--- src/rtl/wb_arbiter_pkg.sv ---
// Shared constants and types for the write-back arbiter: register-file
// widths, RV32 load funct3 codes and the arbitration state encoding.
package wb_arbiter_pkg;

   // Register-file write strobe level
   localparam logic        WriteEnable = 1'b1;
   // Reset / idle value of the write-data bus
   localparam logic [31:0] ZeroWord    = 32'h0000_0000;
   // Register index width and register data width
   localparam int          RegAddrBus  = 5;
   localparam int          RegBus      = 32;
   // Number of architectural registers
   localparam int          RegNum      = 32;

   // RV32 load funct3 encodings
   localparam logic [2:0]  EXE_LB      = 3'b000;
   localparam logic [2:0]  EXE_LH      = 3'b001;
   localparam logic [2:0]  EXE_LW      = 3'b010;
   localparam logic [2:0]  EXE_LBU     = 3'b100;
   localparam logic [2:0]  EXE_LHU     = 3'b101;

   // What the registered write port is doing this cycle
   typedef enum logic [1:0] {
      WB_IDLE   = 2'd0,   // no write
      WB_ALU    = 2'd1,   // writing a MEM/WB result
      WB_LOAD   = 2'd2,   // writing a load return drained from the FIFO
      WB_FORCED = 2'd3    // load drained because the FIFO was full (ALU stalled)
   } wb_state_e;

   // Occupancy counter width: must be able to hold the value DEPTH itself
   function automatic int cnt_width(input int depth);
      return $clog2(depth) + 1;
   endfunction

endpackage

--- src/rtl/wb_arbiter_if.sv ---
// Bus bundle between the pipeline / memory controller / register file and
// the write-back arbiter. The scoreboard signals (iss_valid, iss_waddr,
// busy_mask) exist only when WB_SCOREBOARD_EN is defined.
interface wb_arbiter_if #(
   parameter int DEPTH  = 4,
   parameter int DATA_W = 32,
   parameter int ADDR_W = 5
);
   import wb_arbiter_pkg::*;

   localparam int CNT_W = cnt_width(DEPTH);

   logic              rdy;
   logic              alu_valid;
   logic [ADDR_W-1:0] alu_waddr;
   logic [DATA_W-1:0] alu_wdata;
   logic              stall_req;
   logic              ld_valid;
   logic              ld_ready;
   logic [ADDR_W-1:0] ld_waddr;
   logic [DATA_W-1:0] ld_rdata;
   logic [2:0]        ld_func;
   logic [1:0]        ld_off;
   logic              we;
   logic [ADDR_W-1:0] waddr;
   logic [DATA_W-1:0] wdata;
   logic [CNT_W-1:0]  fifo_count;
`ifdef WB_SCOREBOARD_EN
   logic              iss_valid;
   logic [ADDR_W-1:0] iss_waddr;
   logic [RegNum-1:0] busy_mask;
`endif

   // Pipeline / memory-controller side
   modport master (
      output rdy, alu_valid, alu_waddr, alu_wdata,
      output ld_valid, ld_waddr, ld_rdata, ld_func, ld_off,
`ifdef WB_SCOREBOARD_EN
      output iss_valid, iss_waddr,
      input  busy_mask,
`endif
      input  stall_req, ld_ready, we, waddr, wdata, fifo_count
   );

   // Arbiter side
   modport slave (
      input  rdy, alu_valid, alu_waddr, alu_wdata,
      input  ld_valid, ld_waddr, ld_rdata, ld_func, ld_off,
`ifdef WB_SCOREBOARD_EN
      input  iss_valid, iss_waddr,
      output busy_mask,
`endif
      output stall_req, ld_ready, we, waddr, wdata, fifo_count
   );

endinterface

--- src/rtl/wb_fifo.sv ---
// Load-return FIFO: synchronous circular buffer, DEPTH a power of two.
// Pointers wrap modulo DEPTH by natural overflow; count is registered.
// The head is read asynchronously so an entry written at one edge is
// visible to the arbiter in the very next cycle. Reset: rst, active-low.
module wb_fifo #(
   parameter int DEPTH = 4,
   parameter int WIDTH = 37
) (
   input  logic                       clk,
   input  logic                       rst,
   input  logic                       wr_en_i,
   input  logic [WIDTH-1:0]           wr_data_i,
   input  logic                       rd_en_i,
   output logic [WIDTH-1:0]           rd_data_o,
   output logic [$clog2(DEPTH):0]     count_o,
   output logic                       full_o,
   output logic                       empty_o
);

   localparam int PTR_W = $clog2(DEPTH);
   localparam int CNT_W = PTR_W + 1;

   logic [WIDTH-1:0] mem_q [DEPTH];
   logic [PTR_W-1:0] wr_ptr_q;
   logic [PTR_W-1:0] rd_ptr_q;
   logic [CNT_W-1:0] count_q;
   logic [CNT_W-1:0] count_d;
   logic             do_wr;
   logic             do_rd;

   assign full_o    = (count_q == CNT_W'(DEPTH));
   assign empty_o   = (count_q == '0);
   assign count_o   = count_q;
   assign rd_data_o = mem_q[rd_ptr_q];

   // Never overrun or underrun, even if a caller misbehaves
   assign do_wr = wr_en_i && (!full_o || rd_en_i);
   assign do_rd = rd_en_i && !empty_o;

   // Occupancy next state: simultaneous push and pop leaves it unchanged
   always_comb begin
      count_d = count_q;
      case ({do_wr, do_rd})
         2'b10:   count_d = count_q + CNT_W'(1);
         2'b01:   count_d = count_q - CNT_W'(1);
         default: count_d = count_q;
      endcase
   end

   // Storage array: data is not reset, flushing is done through the pointers
   always_ff @(posedge clk) begin
      if (do_wr) begin
         mem_q[wr_ptr_q] <= wr_data_i;
      end
   end

   // Pointer and count registers
   always_ff @(posedge clk) begin
      if (!rst) begin
         wr_ptr_q <= '0;
         rd_ptr_q <= '0;
         count_q  <= '0;
      end else begin
         if (do_wr) begin
            wr_ptr_q <= wr_ptr_q + PTR_W'(1);
         end
         if (do_rd) begin
            rd_ptr_q <= rd_ptr_q + PTR_W'(1);
         end
         count_q <= count_d;
      end
   end

endmodule

--- src/rtl/wb_arbiter.sv ---
// Write-back arbiter: sole owner of the register-file write port. Merges
// MEM/WB results with load returns buffered in wb_fifo, performs load
// byte/halfword extraction at enqueue time and drives registered we/waddr/
// wdata. Define WB_SCOREBOARD_EN to build the per-register pending-load
// scoreboard (iss_valid, iss_waddr, busy_mask). Reset: rst, sync, active-low.
// Extraction assumes DATA_W >= 32 (RV32 load semantics).
module wb_arbiter import wb_arbiter_pkg::*; #(
   parameter int DEPTH  = 4,
   parameter int DATA_W = RegBus,
   parameter int ADDR_W = RegAddrBus
) (
   input  logic      clk,
   input  logic      rst,
   wb_arbiter_if.slave bus
);

   localparam int CNT_W  = cnt_width(DEPTH);
   localparam int FIFO_W = ADDR_W + DATA_W;

   // ---------------------------------------------------------------
   // Load extraction (result stored in the FIFO is final write data)
   // ---------------------------------------------------------------
   logic [7:0]        ld_byte;
   logic [15:0]       ld_half;
   logic [DATA_W-1:0] ld_ext;

   // Select the addressed byte/halfword and extend it per funct3
   always_comb begin
      ld_byte = 8'h00;
      case (bus.ld_off)
         2'd0:    ld_byte = bus.ld_rdata[7:0];
         2'd1:    ld_byte = bus.ld_rdata[15:8];
         2'd2:    ld_byte = bus.ld_rdata[23:16];
         default: ld_byte = bus.ld_rdata[31:24];
      endcase
      // Halfword loads ignore the low offset bit
      ld_half = bus.ld_off[1] ? bus.ld_rdata[31:16] : bus.ld_rdata[15:0];
      ld_ext  = bus.ld_rdata;
      case (bus.ld_func)
         EXE_LB:  ld_ext = {{(DATA_W-8){ld_byte[7]}}, ld_byte};
         EXE_LBU: ld_ext = {{(DATA_W-8){1'b0}}, ld_byte};
         EXE_LH:  ld_ext = {{(DATA_W-16){ld_half[15]}}, ld_half};
         EXE_LHU: ld_ext = {{(DATA_W-16){1'b0}}, ld_half};
         default: ld_ext = bus.ld_rdata;   // LW and unused codes
      endcase
   end

   // ---------------------------------------------------------------
   // Load-return FIFO
   // ---------------------------------------------------------------
   logic              ld_accept;
   logic              fifo_push;
   logic              fifo_pop;
   logic [FIFO_W-1:0] fifo_head;
   logic [ADDR_W-1:0] head_addr;
   logic [DATA_W-1:0] head_data;
   logic [CNT_W-1:0]  fifo_count;
   logic              fifo_full;
   logic              fifo_empty;
   logic              ld_ready_w;

   // ld_ready comes straight from the registered count, so it cannot
   // rise in the same cycle a full FIFO is drained
   assign ld_ready_w = (fifo_count < CNT_W'(DEPTH));
   assign ld_accept  = bus.ld_valid && ld_ready_w && bus.rdy;
   // Loads to x0 are accepted but never stored
   assign fifo_push  = ld_accept && (bus.ld_waddr != '0);

   assign {head_addr, head_data} = fifo_head;

   wb_fifo #(
      .DEPTH (DEPTH),
      .WIDTH (FIFO_W)
   ) u_fifo (
      .clk       (clk),
      .rst       (rst),
      .wr_en_i   (fifo_push),
      .wr_data_i ({bus.ld_waddr, ld_ext}),
      .rd_en_i   (fifo_pop),
      .rd_data_o (fifo_head),
      .count_o   (fifo_count),
      .full_o    (fifo_full),
      .empty_o   (fifo_empty)
   );

   // ---------------------------------------------------------------
   // Arbitration FSM: state_q records which source owns the write
   // port this cycle; waddr/wdata are registered alongside it.
   // ---------------------------------------------------------------
   wb_state_e         state_q;
   wb_state_e         state_d;
   logic [ADDR_W-1:0] waddr_q;
   logic [ADDR_W-1:0] waddr_d;
   logic [DATA_W-1:0] wdata_q;
   logic [DATA_W-1:0] wdata_d;

   // Pick the next writer: full FIFO beats ALU, ALU beats a non-empty FIFO
   always_comb begin
      state_d  = WB_IDLE;
      waddr_d  = waddr_q;
      wdata_d  = wdata_q;
      fifo_pop = 1'b0;
      if (bus.rdy) begin
         if (fifo_full) begin
            state_d  = WB_FORCED;
            fifo_pop = 1'b1;
            waddr_d  = head_addr;
            wdata_d  = head_data;
         end else if (bus.alu_valid && (bus.alu_waddr != '0)) begin
            state_d  = WB_ALU;
            waddr_d  = bus.alu_waddr;
            wdata_d  = bus.alu_wdata;
         end else if (!fifo_empty) begin
            state_d  = WB_LOAD;
            fifo_pop = 1'b1;
            waddr_d  = head_addr;
            wdata_d  = head_data;
         end
      end
   end

   // State and write-port registers; data holds while no write is selected
   always_ff @(posedge clk) begin
      if (!rst) begin
         state_q <= WB_IDLE;
         waddr_q <= '0;
         wdata_q <= DATA_W'(ZeroWord);
      end else begin
         state_q <= state_d;
         waddr_q <= waddr_d;
         wdata_q <= wdata_d;
      end
   end

   assign bus.we         = (state_q != WB_IDLE) ? WriteEnable : ~WriteEnable;
   assign bus.waddr      = waddr_q;
   assign bus.wdata      = wdata_q;
   // The stall depends only on the stored count, independent of rdy
   assign bus.stall_req  = fifo_full;
   assign bus.ld_ready   = ld_ready_w;
   assign bus.fifo_count = fifo_count;

`ifdef WB_SCOREBOARD_EN
   // ---------------------------------------------------------------
   // Pending-load scoreboard. A bit clears at the same edge that loads
   // the load write into we, so busy drops in the cycle we fires. A new
   // issue to the same register in that cycle wins over the clear.
   // ---------------------------------------------------------------
   logic [RegNum-1:0] busy_q;
   logic [RegNum-1:0] busy_d;

   // x0 is never pending
   assign busy_d[0] = 1'b0;

   genvar gi;
   for (gi = 1; gi < RegNum; gi++) begin : g_busy
      logic set_w;
      logic clr_w;
      assign set_w     = bus.rdy && bus.iss_valid && (bus.iss_waddr == ADDR_W'(gi));
      assign clr_w     = fifo_pop && (head_addr == ADDR_W'(gi));
      assign busy_d[gi] = set_w || (busy_q[gi] && !clr_w);
   end

   // Scoreboard register
   always_ff @(posedge clk) begin
      if (!rst) begin
         busy_q <= '0;
      end else begin
         busy_q <= busy_d;
      end
   end

   assign bus.busy_mask = busy_q;
`endif

endmodule

--- src/flat_wrapper.sv ---
// flat-port wrapper written by rule: the top's interface ports become plain ports
module wb_arbiter_flat import wb_arbiter_pkg::*;
#(
   parameter int DEPTH  = 4,
   parameter int DATA_W = RegBus,
   parameter int ADDR_W = RegAddrBus
)
  (clk, rst, bus_rdy, bus_alu_valid, bus_alu_waddr, bus_alu_wdata, bus_ld_valid, bus_ld_waddr, bus_ld_rdata, bus_ld_func, bus_ld_off, bus_stall_req, bus_ld_ready, bus_we, bus_waddr, bus_wdata, bus_fifo_count);
  wb_arbiter_if #(.DEPTH(DEPTH), .DATA_W(DATA_W), .ADDR_W(ADDR_W)) bus_i ();
  input  logic clk;
  input  logic rst;
  input wire logic [$bits(bus_i.rdy)-1:0] bus_rdy;
  input wire logic [$bits(bus_i.alu_valid)-1:0] bus_alu_valid;
  input wire logic [$bits(bus_i.alu_waddr)-1:0] bus_alu_waddr;
  input wire logic [$bits(bus_i.alu_wdata)-1:0] bus_alu_wdata;
  input wire logic [$bits(bus_i.ld_valid)-1:0] bus_ld_valid;
  input wire logic [$bits(bus_i.ld_waddr)-1:0] bus_ld_waddr;
  input wire logic [$bits(bus_i.ld_rdata)-1:0] bus_ld_rdata;
  input wire logic [$bits(bus_i.ld_func)-1:0] bus_ld_func;
  input wire logic [$bits(bus_i.ld_off)-1:0] bus_ld_off;
  output wire logic [$bits(bus_i.stall_req)-1:0] bus_stall_req;
  output wire logic [$bits(bus_i.ld_ready)-1:0] bus_ld_ready;
  output wire logic [$bits(bus_i.we)-1:0] bus_we;
  output wire logic [$bits(bus_i.waddr)-1:0] bus_waddr;
  output wire logic [$bits(bus_i.wdata)-1:0] bus_wdata;
  output wire logic [$bits(bus_i.fifo_count)-1:0] bus_fifo_count;
  assign bus_i.rdy = bus_rdy;
  assign bus_i.alu_valid = bus_alu_valid;
  assign bus_i.alu_waddr = bus_alu_waddr;
  assign bus_i.alu_wdata = bus_alu_wdata;
  assign bus_i.ld_valid = bus_ld_valid;
  assign bus_i.ld_waddr = bus_ld_waddr;
  assign bus_i.ld_rdata = bus_ld_rdata;
  assign bus_i.ld_func = bus_ld_func;
  assign bus_i.ld_off = bus_ld_off;
  assign bus_stall_req = bus_i.stall_req;
  assign bus_ld_ready = bus_i.ld_ready;
  assign bus_we = bus_i.we;
  assign bus_waddr = bus_i.waddr;
  assign bus_wdata = bus_i.wdata;
  assign bus_fifo_count = bus_i.fifo_count;
  wb_arbiter #(.DEPTH(DEPTH), .DATA_W(DATA_W), .ADDR_W(ADDR_W)) u_core (.clk(clk), .rst(rst), .bus(bus_i));
endmodule
--- config.mk ---
export PLATFORM = sky130hd
export DESIGN_NAME = wb_arbiter_flat
export DESIGN_NICKNAME = d
export VERILOG_FILES = /design/src/rtl/wb_arbiter_pkg.sv /design/src/rtl/wb_arbiter_if.sv /design/src/rtl/wb_fifo.sv /design/src/rtl/wb_arbiter.sv /design/src/flat_wrapper.sv
export SDC_FILE = /design/constraint.sdc
export NUM_CORES = 1
export LEC_CHECK = 0
export CAP_MARGIN = 5
export CORE_AREA = 2 2 129 131
export CTS_CLUSTER_SIZE = 30
export DETAILED_ROUTE_END_ITERATION = 10
export DIE_AREA = 0 0 131 133
export GPL_TIMING_DRIVEN = 0
export PLACE_DENSITY_LB_ADDON = 0.1
export SLEW_MARGIN = 30
export SYNTH_ARGS = -nofsm -noshare
export SYNTH_HDL_FRONTEND = slang
export SYNTH_SLANG_ARGS = --single-unit
--- constraint.sdc ---
create_clock -name clk -period 3.3 [get_ports clk]
set_clock_uncertainty 0.15 [all_clocks]
set_input_delay 0.33 -clock clk [delete_from_list [all_inputs] [get_ports clk]]
set_output_delay 0.33 -clock clk [all_outputs]
set_load 0.02 [all_outputs]
==> impl_metrics.env, run 1 <==
export IMPL_synthTopCellsByCount="148 x edfxtp_1, 53 x nand2_1, 48 x dfxtp_1"
export IMPL_drt_iter0_markers=295
export IMPL_p_per_area_nw_per_um2=659
export IMPL_cts_made_buffers=17
export IMPL_synthCells=542
export IMPL_grt_pass1_wl_mm=30.1
export IMPL_ant_nets=0
export IMPL_fin_setup_tns_ns=0
export IMPL_run_status="finished, final reports clean"
export IMPL_synthFlopType="edfxtp_1"
export IMPL_io_pins=127
export IMPL_area_growth_pct=24.6
export IMPL_utilization=0.654
export IMPL_period_needed_ns=2.89
export IMPL_drive_gt1_frac=0.192
export IMPL_die_area_um2=17400
export IMPL_grt_max_degree=38
export IMPL_pwr_share_seq=0.434
export IMPL_diodes=0
export IMPL_p_leak_uw=0.00370
export IMPL_viasPerCell=5.82
export IMPL_num_rows=47
export IMPL_power_frac_clock=0.285
export IMPL_cp_slowest_cell="or4_1"
export IMPL_syn_num_nets=632
export IMPL_clock_path_buffers=2
export IMPL_final_nets=774
export IMPL_cts_hold_buf=0
export IMPL_synth_top_area_cell="edfxtp_1"
export IMPL_max_stage_delay_ns=0.58
export IMPL_synth_distinct_cells=44
export IMPL_die_y_um=133
export IMPL_num_fill_cells=1139
export IMPL_setup_viol=0
export IMPL_setup_ws_ns=0.411
export IMPL_dieWidth_um=131
export IMPL_start_kind="primary input"
export IMPL_ys_warn_count=0
export IMPL_worstSetupPathType="primary input to flop"
export IMPL_hpwl_mm=13.6
export IMPL_clock_latency_ns=0.43
export IMPL_timing_slew_headroom=0.551
export IMPL_required_ns=3.51
export IMPL_synth_most_common_cell="edfxtp_1"
export IMPL_p_sw_uw=2080
export IMPL_start_util=0.525
export IMPL_cts_tree="yes"
export IMPL_arrival_ns=3.10
export IMPL_end_kind="flop"
export IMPL_rsz0062_at_grt="false"
export IMPL_switching_share=0.298
export IMPL_root_buffer="clkbuf_16"
export IMPL_seq_area_frac_synth=0.636
export IMPL_holdCritStartpoint="u_core.u_fifo.rd_ptr_q[1]"
export IMPL_num_vias=5334
export IMPL_core_area_um2=16200
export IMPL_ys_top_cells_by_area="edfxtp_1 52%, mux4_2 12%, dfxtp_1 11%, mux2i_1 4.4%, a21oi_2 3.1%"
export IMPL_async_reset_ff_frac=0
export IMPL_multiInputGateArea_um2=2830
export IMPL_tightestPinTransition_ns=0.673
export IMPL_grt_overflow_total=0
export IMPL_clock_sinks=196
export IMPL_power_internal_uw=4900
export IMPL_cts_setup_buffers=0
export IMPL_path_clk_slew_ns=0.07
export IMPL_cts_max_level=4
export IMPL_synth_cell_area_um2=8500
export IMPL_wl_per_cell_um=21.2
export IMPL_antenna_found_initial=0
export IMPL_synth_edf_count=148
export IMPL_critical_path_top_delay_family="simple AND/OR/NAND/NOR gates"
export IMPL_drtPass1Iterations=4
export IMPL_hp_class="flop to flop"
export IMPL_path_max_fanout=7
export IMPL_cp_common_cell="inv_1"
export IMPL_whs_ns=0.326
export IMPL_routabilityCongestion=0.903
export IMPL_grt_pass1_vias=5475
export IMPL_dp_slack_ns=-0.0409
export IMPL_ctsResizeCount=0
export IMPL_ir_worst_vdd_mv=0.417
export IMPL_final_cells=917
export IMPL_portBuffers=123
export IMPL_drc=0
export IMPL_combPwrFrac=0.281
export IMPL_min_period_over_period=0.875
export IMPL_grt_usage=0.235
export IMPL_setup_worst_path_start="bus_ld_waddr[0]"
export IMPL_area_sequential_um2=5410
export IMPL_slew_violations=0
export IMPL_cap_violations=0
export IMPL_yosys_register_bits=196
export IMPL_synth_top_area_share=0.523
export IMPL_routed_wl_mm=19.4
export IMPL_dpl_cell_count=885
export IMPL_fmax_ghz=0.346
export IMPL_critPathBufInv=3
export IMPL_hold_viol_final=0
export IMPL_cp_cell_sequence="clkdlybuf4s50_1 -> or4_1 -> o2111a_1 -> inv_1 -> ha_1 -> inv_1 -> fa_1 -> xor2_1 -> or3_1 -> a21oi_1"
export IMPL_post_synth_cell_area_avg_um2=15.7
[per-stage QoR]
| stage | power (uW) | cell area, um2 |
|---|---|---|
| 6_report | 6980 | 10600 |
| 5_1_grt | 7290 | 10600 |
| 4_1_cts | 7030 | 10600 |
| 3_5_place_dp | 5050 | 10000 |
| 3_3_place_gp | 5000 | 10000 |
| 2_1_floorplan | 4330 | 8500 |
[layout make-up]
class / instances / share of cell area
Clock buffer: 17 / 0.0402
Multi-Input combinational cell: 296 / 0.267
Sequential cell: 196 / 0.511
Tap cell: 220 / 0.0260
Inverter: 11 / 0.00390
Clock inverter: 15 / 0.0138
Buffer: 39 / 0.0218
Timing Repair Buffer: 123 / 0.116
[registers in the layout, indices dropped and copies added (netlist names), named ones only]
signal                  flops
u_core.bus.waddr            5
u_core.state_q              2
u_core.u_fifo.mem_q       148
u_core.u_fifo.wr_ptr_q      2
u_core.u_fifo.count_o       3
u_core.bus.wdata           32
u_core.u_fifo.rd_ptr_q      2
[cell usage in the layout (no fill, tap or decap), types with 6 or more instances in the layout]
master / n
a21oi_1: 13
a21oi_2: 30
a22o_1: 12
a22oi_1: 8
buf_2: 7
buf_6: 9
clkbuf_1: 21
clkbuf_16: 17
clkdlybuf4s50_1: 123
dfxtp_1: 48
edfxtp_1: 148
inv_1: 10
mux2i_1: 37
mux4_2: 45
nand2_1: 53
nor2_1: 10
o21ai_0: 6
o31ai_1: 35
[power by group through the flow]
stage,logic [uW],clock network [uW],registers (uW)
CTS,1980,2020,3030
global placement,1930,0,3070
finish,1960,1990,3030
detailed placement,1970,0,3080
floorplan,1100,0,3230
global route,2110,2120,3050
[worst paths after layout]
check	end	slack, ns	depth (start not counted)
hold reg to reg	flop	0.33	2
setup reg to reg	u_core.bus.wdata[18]	0.91	5
hold / removal	flop	0.33	2
setup / recovery	u_core.u_fifo.count_o[2]	0.41	10
[logic make-up (layout without fill, tap and decap cells)]
family / after synthesis / after routing / share of synthesized area
AO/OA/AOI/OAI: 119 / 119 / 0.110
XOR/XNOR: 3 / 3 / 0.00309
adder cells (fa/ha/maj): 6 / 6 / 0.00972
buffers and inverters: 50 / 205 / 0.0320
flip-flops: 196 / 196 / 0.636
multiplexers: 84 / 84 / 0.166
AND/OR/NAND/NOR: 84 / 84 / 0.0437
[worst reg2reg max path: cells and delay by family, from the launching register on]
kind	cells	cell delay [ns]
flops	1	0.32
buf+inv	2	1.02
compound gates	1	0.10
mux	2	0.69
[metal layers]
metal,global-route usage,vias to the layer above,wire length (um)
li1,-,2425,-
met1,0.309,2667,8180
met2,0.393,211,9860
met3,0.0473,31,1040
met4,0.0774,0,342
met5,0,-,0
Note: power is estimated with default switching activity, not from simulation.
==> run 2, diff against run 1 <==
--- a/config.mk
+++ b/config.mk
@@ -10,9 +10,11 @@
 export CTS_CLUSTER_SIZE = 30
 export DETAILED_ROUTE_END_ITERATION = 10
 export DIE_AREA = 0 0 131 133
+export GPL_ROUTABILITY_DRIVEN = 0
 export GPL_TIMING_DRIVEN = 0
 export PLACE_DENSITY_LB_ADDON = 0.1
-export SLEW_MARGIN = 30
+export SLEW_MARGIN = 20
 export SYNTH_ARGS = -nofsm -noshare
 export SYNTH_HDL_FRONTEND = slang
 export SYNTH_SLANG_ARGS = --single-unit
+export TNS_END_PERCENT = 1
==> impl_metrics.env, run 2 (synthesized netlist as in run 1, its figures left out) <==
export IMPL_run_status="finished, final reports clean"
export IMPL_hp_class="flop to flop"
export IMPL_final_nets=778
export IMPL_cts_tree="yes"
export IMPL_hpwl_mm=13.7
export IMPL_max_stage_delay_ns=0.56
export IMPL_grt_pass1_wl_mm=29.2
export IMPL_cap_violations=0
export IMPL_tightestPinTransition_ns=0.642
export IMPL_start_kind="primary input"
export IMPL_period_needed_ns=2.86
export IMPL_ir_worst_vdd_mv=0.409
export IMPL_die_y_um=133
export IMPL_grt_pass1_vias=5468
export IMPL_cp_common_cell="inv_1"
export IMPL_worstSetupPathType="primary input to flop"
export IMPL_fmax_ghz=0.349
export IMPL_final_common_cell="edfxtp_1"
export IMPL_finalPower_uw=6990
export IMPL_cts_hold_buf=0
export IMPL_io_pins=127
export IMPL_p_leak_uw=0.00373
export IMPL_setup_worst_path_start="bus_ld_waddr[3]"
export IMPL_critPathBufInv=3
export IMPL_stdcell_area_um2=10700
export IMPL_start_util=0.525
export IMPL_area_sequential_um2=5410
export IMPL_setup_viol=0
export IMPL_cp_endpoint="u_core.u_fifo.count_o[2]"
export IMPL_clock_path_buffers=2
export IMPL_cts_made_buffers=17
export IMPL_top_register="u_core.u_fifo.mem_q"
export IMPL_routed_wl_mm=19.3
export IMPL_cts_setup_buffers=0
export IMPL_cp_cell_sequence="clkdlybuf4s50_1 -> or4_1 -> o2111a_1 -> inv_1 -> ha_1 -> inv_1 -> fa_1 -> xor2_1 -> or3_1 -> a21oi_1"
export IMPL_crit_cells=10
export IMPL_root_buffer="clkbuf_16"
export IMPL_grt_usage=0.229
export IMPL_placed_area_um2=10100
export IMPL_critical_path_top_delay_family="simple AND/OR/NAND/NOR gates"
export IMPL_final_cell_mix="148 x edfxtp_1, 123 x clkdlybuf4s50_1, 53 x nand2_1, 48 x dfxtp_1, 45 x mux4_2"
export IMPL_reg2reg_slack_ns=0.98
export IMPL_cp_slowest_cell="or4_1"
export IMPL_num_vias=5373
export IMPL_grt_overflow_total=0
export IMPL_hold_viol_final=0
export IMPL_die_area_um2=17400
export IMPL_ant_nets=0
export IMPL_portBuffers=123
export IMPL_antenna_found_initial=0
export IMPL_clock_sinks=196
export IMPL_required_ns=3.52
export IMPL_whs_ns=0.344
export IMPL_area_growth_pct=25.4
export IMPL_min_period_over_period=0.867
export IMPL_drtPass1Iterations=5
export IMPL_drive_gt1_frac=0.197
export IMPL_cts_max_level=4
export IMPL_largest_register_ff_count=148
export IMPL_drc=0
export IMPL_grt_max_degree=27
export IMPL_arrival_ns=3.08
export IMPL_reg2reg_to="u_core.bus.wdata[14]"
export IMPL_utilization=0.659
export IMPL_rsz0062_at_grt="false"
export IMPL_ctsResizeCount=0
export IMPL_num_fill_cells=1143
export IMPL_dieWidth_um=131
export IMPL_wl_per_cell_um=21.0
export IMPL_clock_latency_ns=0.44
export IMPL_path_max_fanout=7
export IMPL_diodes=0
export IMPL_num_rows=47
export IMPL_p_per_area_nw_per_um2=656
export IMPL_path_clk_slew_ns=0.07
export IMPL_fin_setup_tns_ns=0
export IMPL_reg2reg_depth=5
export IMPL_end_kind="flop"
export IMPL_viasPerCell=5.84
export IMPL_core_area_um2=16200
export IMPL_slew_violations=0
export IMPL_timing_slew_headroom=0.572
export IMPL_drt_iter0_markers=418
export IMPL_multiInputGateArea_um2=2820
==> run 2: routing by layer <==
layer	vias up	share of wire	global-route usage
li1	2434	-	-
met1	2671	0.41	0.294
met2	228	0.50	0.381
met3	40	0.056	0.0477
met4	0	0.027	0.0869
met5	-	0	0
==> run 2: area by class of cell <==
class,count,share of cell area
Tap cell,220,0.0258
Inverter,11,0.00387
Multi-Input combinational cell,296,0.265
Clock inverter,14,0.0135
Timing Repair Buffer,127,0.123
Buffer,39,0.0216
Clock buffer,17,0.0399
Sequential cell,196,0.507
==> run 2: worst min path at each step <==
stage,startpoint,to,slack [ns],cells past startpoint
3_3_place_gp,u_core.u_fifo.rd_ptr_q[1],u_core.u_fifo.rd_ptr_q[1],0.31,2
2_1_floorplan,bus_ld_waddr[0],u_core.u_fifo.mem_q[0][32],0.28,0
5_1_grt,u_core.u_fifo.rd_ptr_q[1],u_core.u_fifo.rd_ptr_q[1],0.38,2
3_5_place_dp,u_core.u_fifo.rd_ptr_q[1],u_core.u_fifo.rd_ptr_q[1],0.34,2
6_report,u_core.u_fifo.rd_ptr_q[1],flop,0.34,2
4_1_cts,u_core.u_fifo.rd_ptr_q[1],u_core.u_fifo.rd_ptr_q[1],0.35,2
==> run 2: stage by stage <==
| stage | setup slack (ns) | std cells |
|---|---|---|
| 2_1_floorplan | 0.685 | 542 |
| 3_3_place_gp | -0.265 | 885 |
| 3_5_place_dp | -0.0110 | 889 |
| 4_1_cts | 0.435 | 920 |
| 5_1_grt | 0.285 | 920 |
| 6_report | 0.438 | 920 |
==> run 2: worst register-to-register path, stage by stage (launching register included) <==
cell	delay, ns
dfxtp_1	0.31
clkbuf_1	0.49
clkbuf_1	0.55
mux4_2	0.43
mux2i_1	0.20
a21oi_2	0.07
==> run 2: power by group <==
| group | total, uW | switching (uW) | internal (uW) |
|---|---|---|---|
| combinational | 1970 | 1040 | 933 |
| sequential | 3030 | 118 | 2910 |
| clock | 1990 | 935 | 1060 |
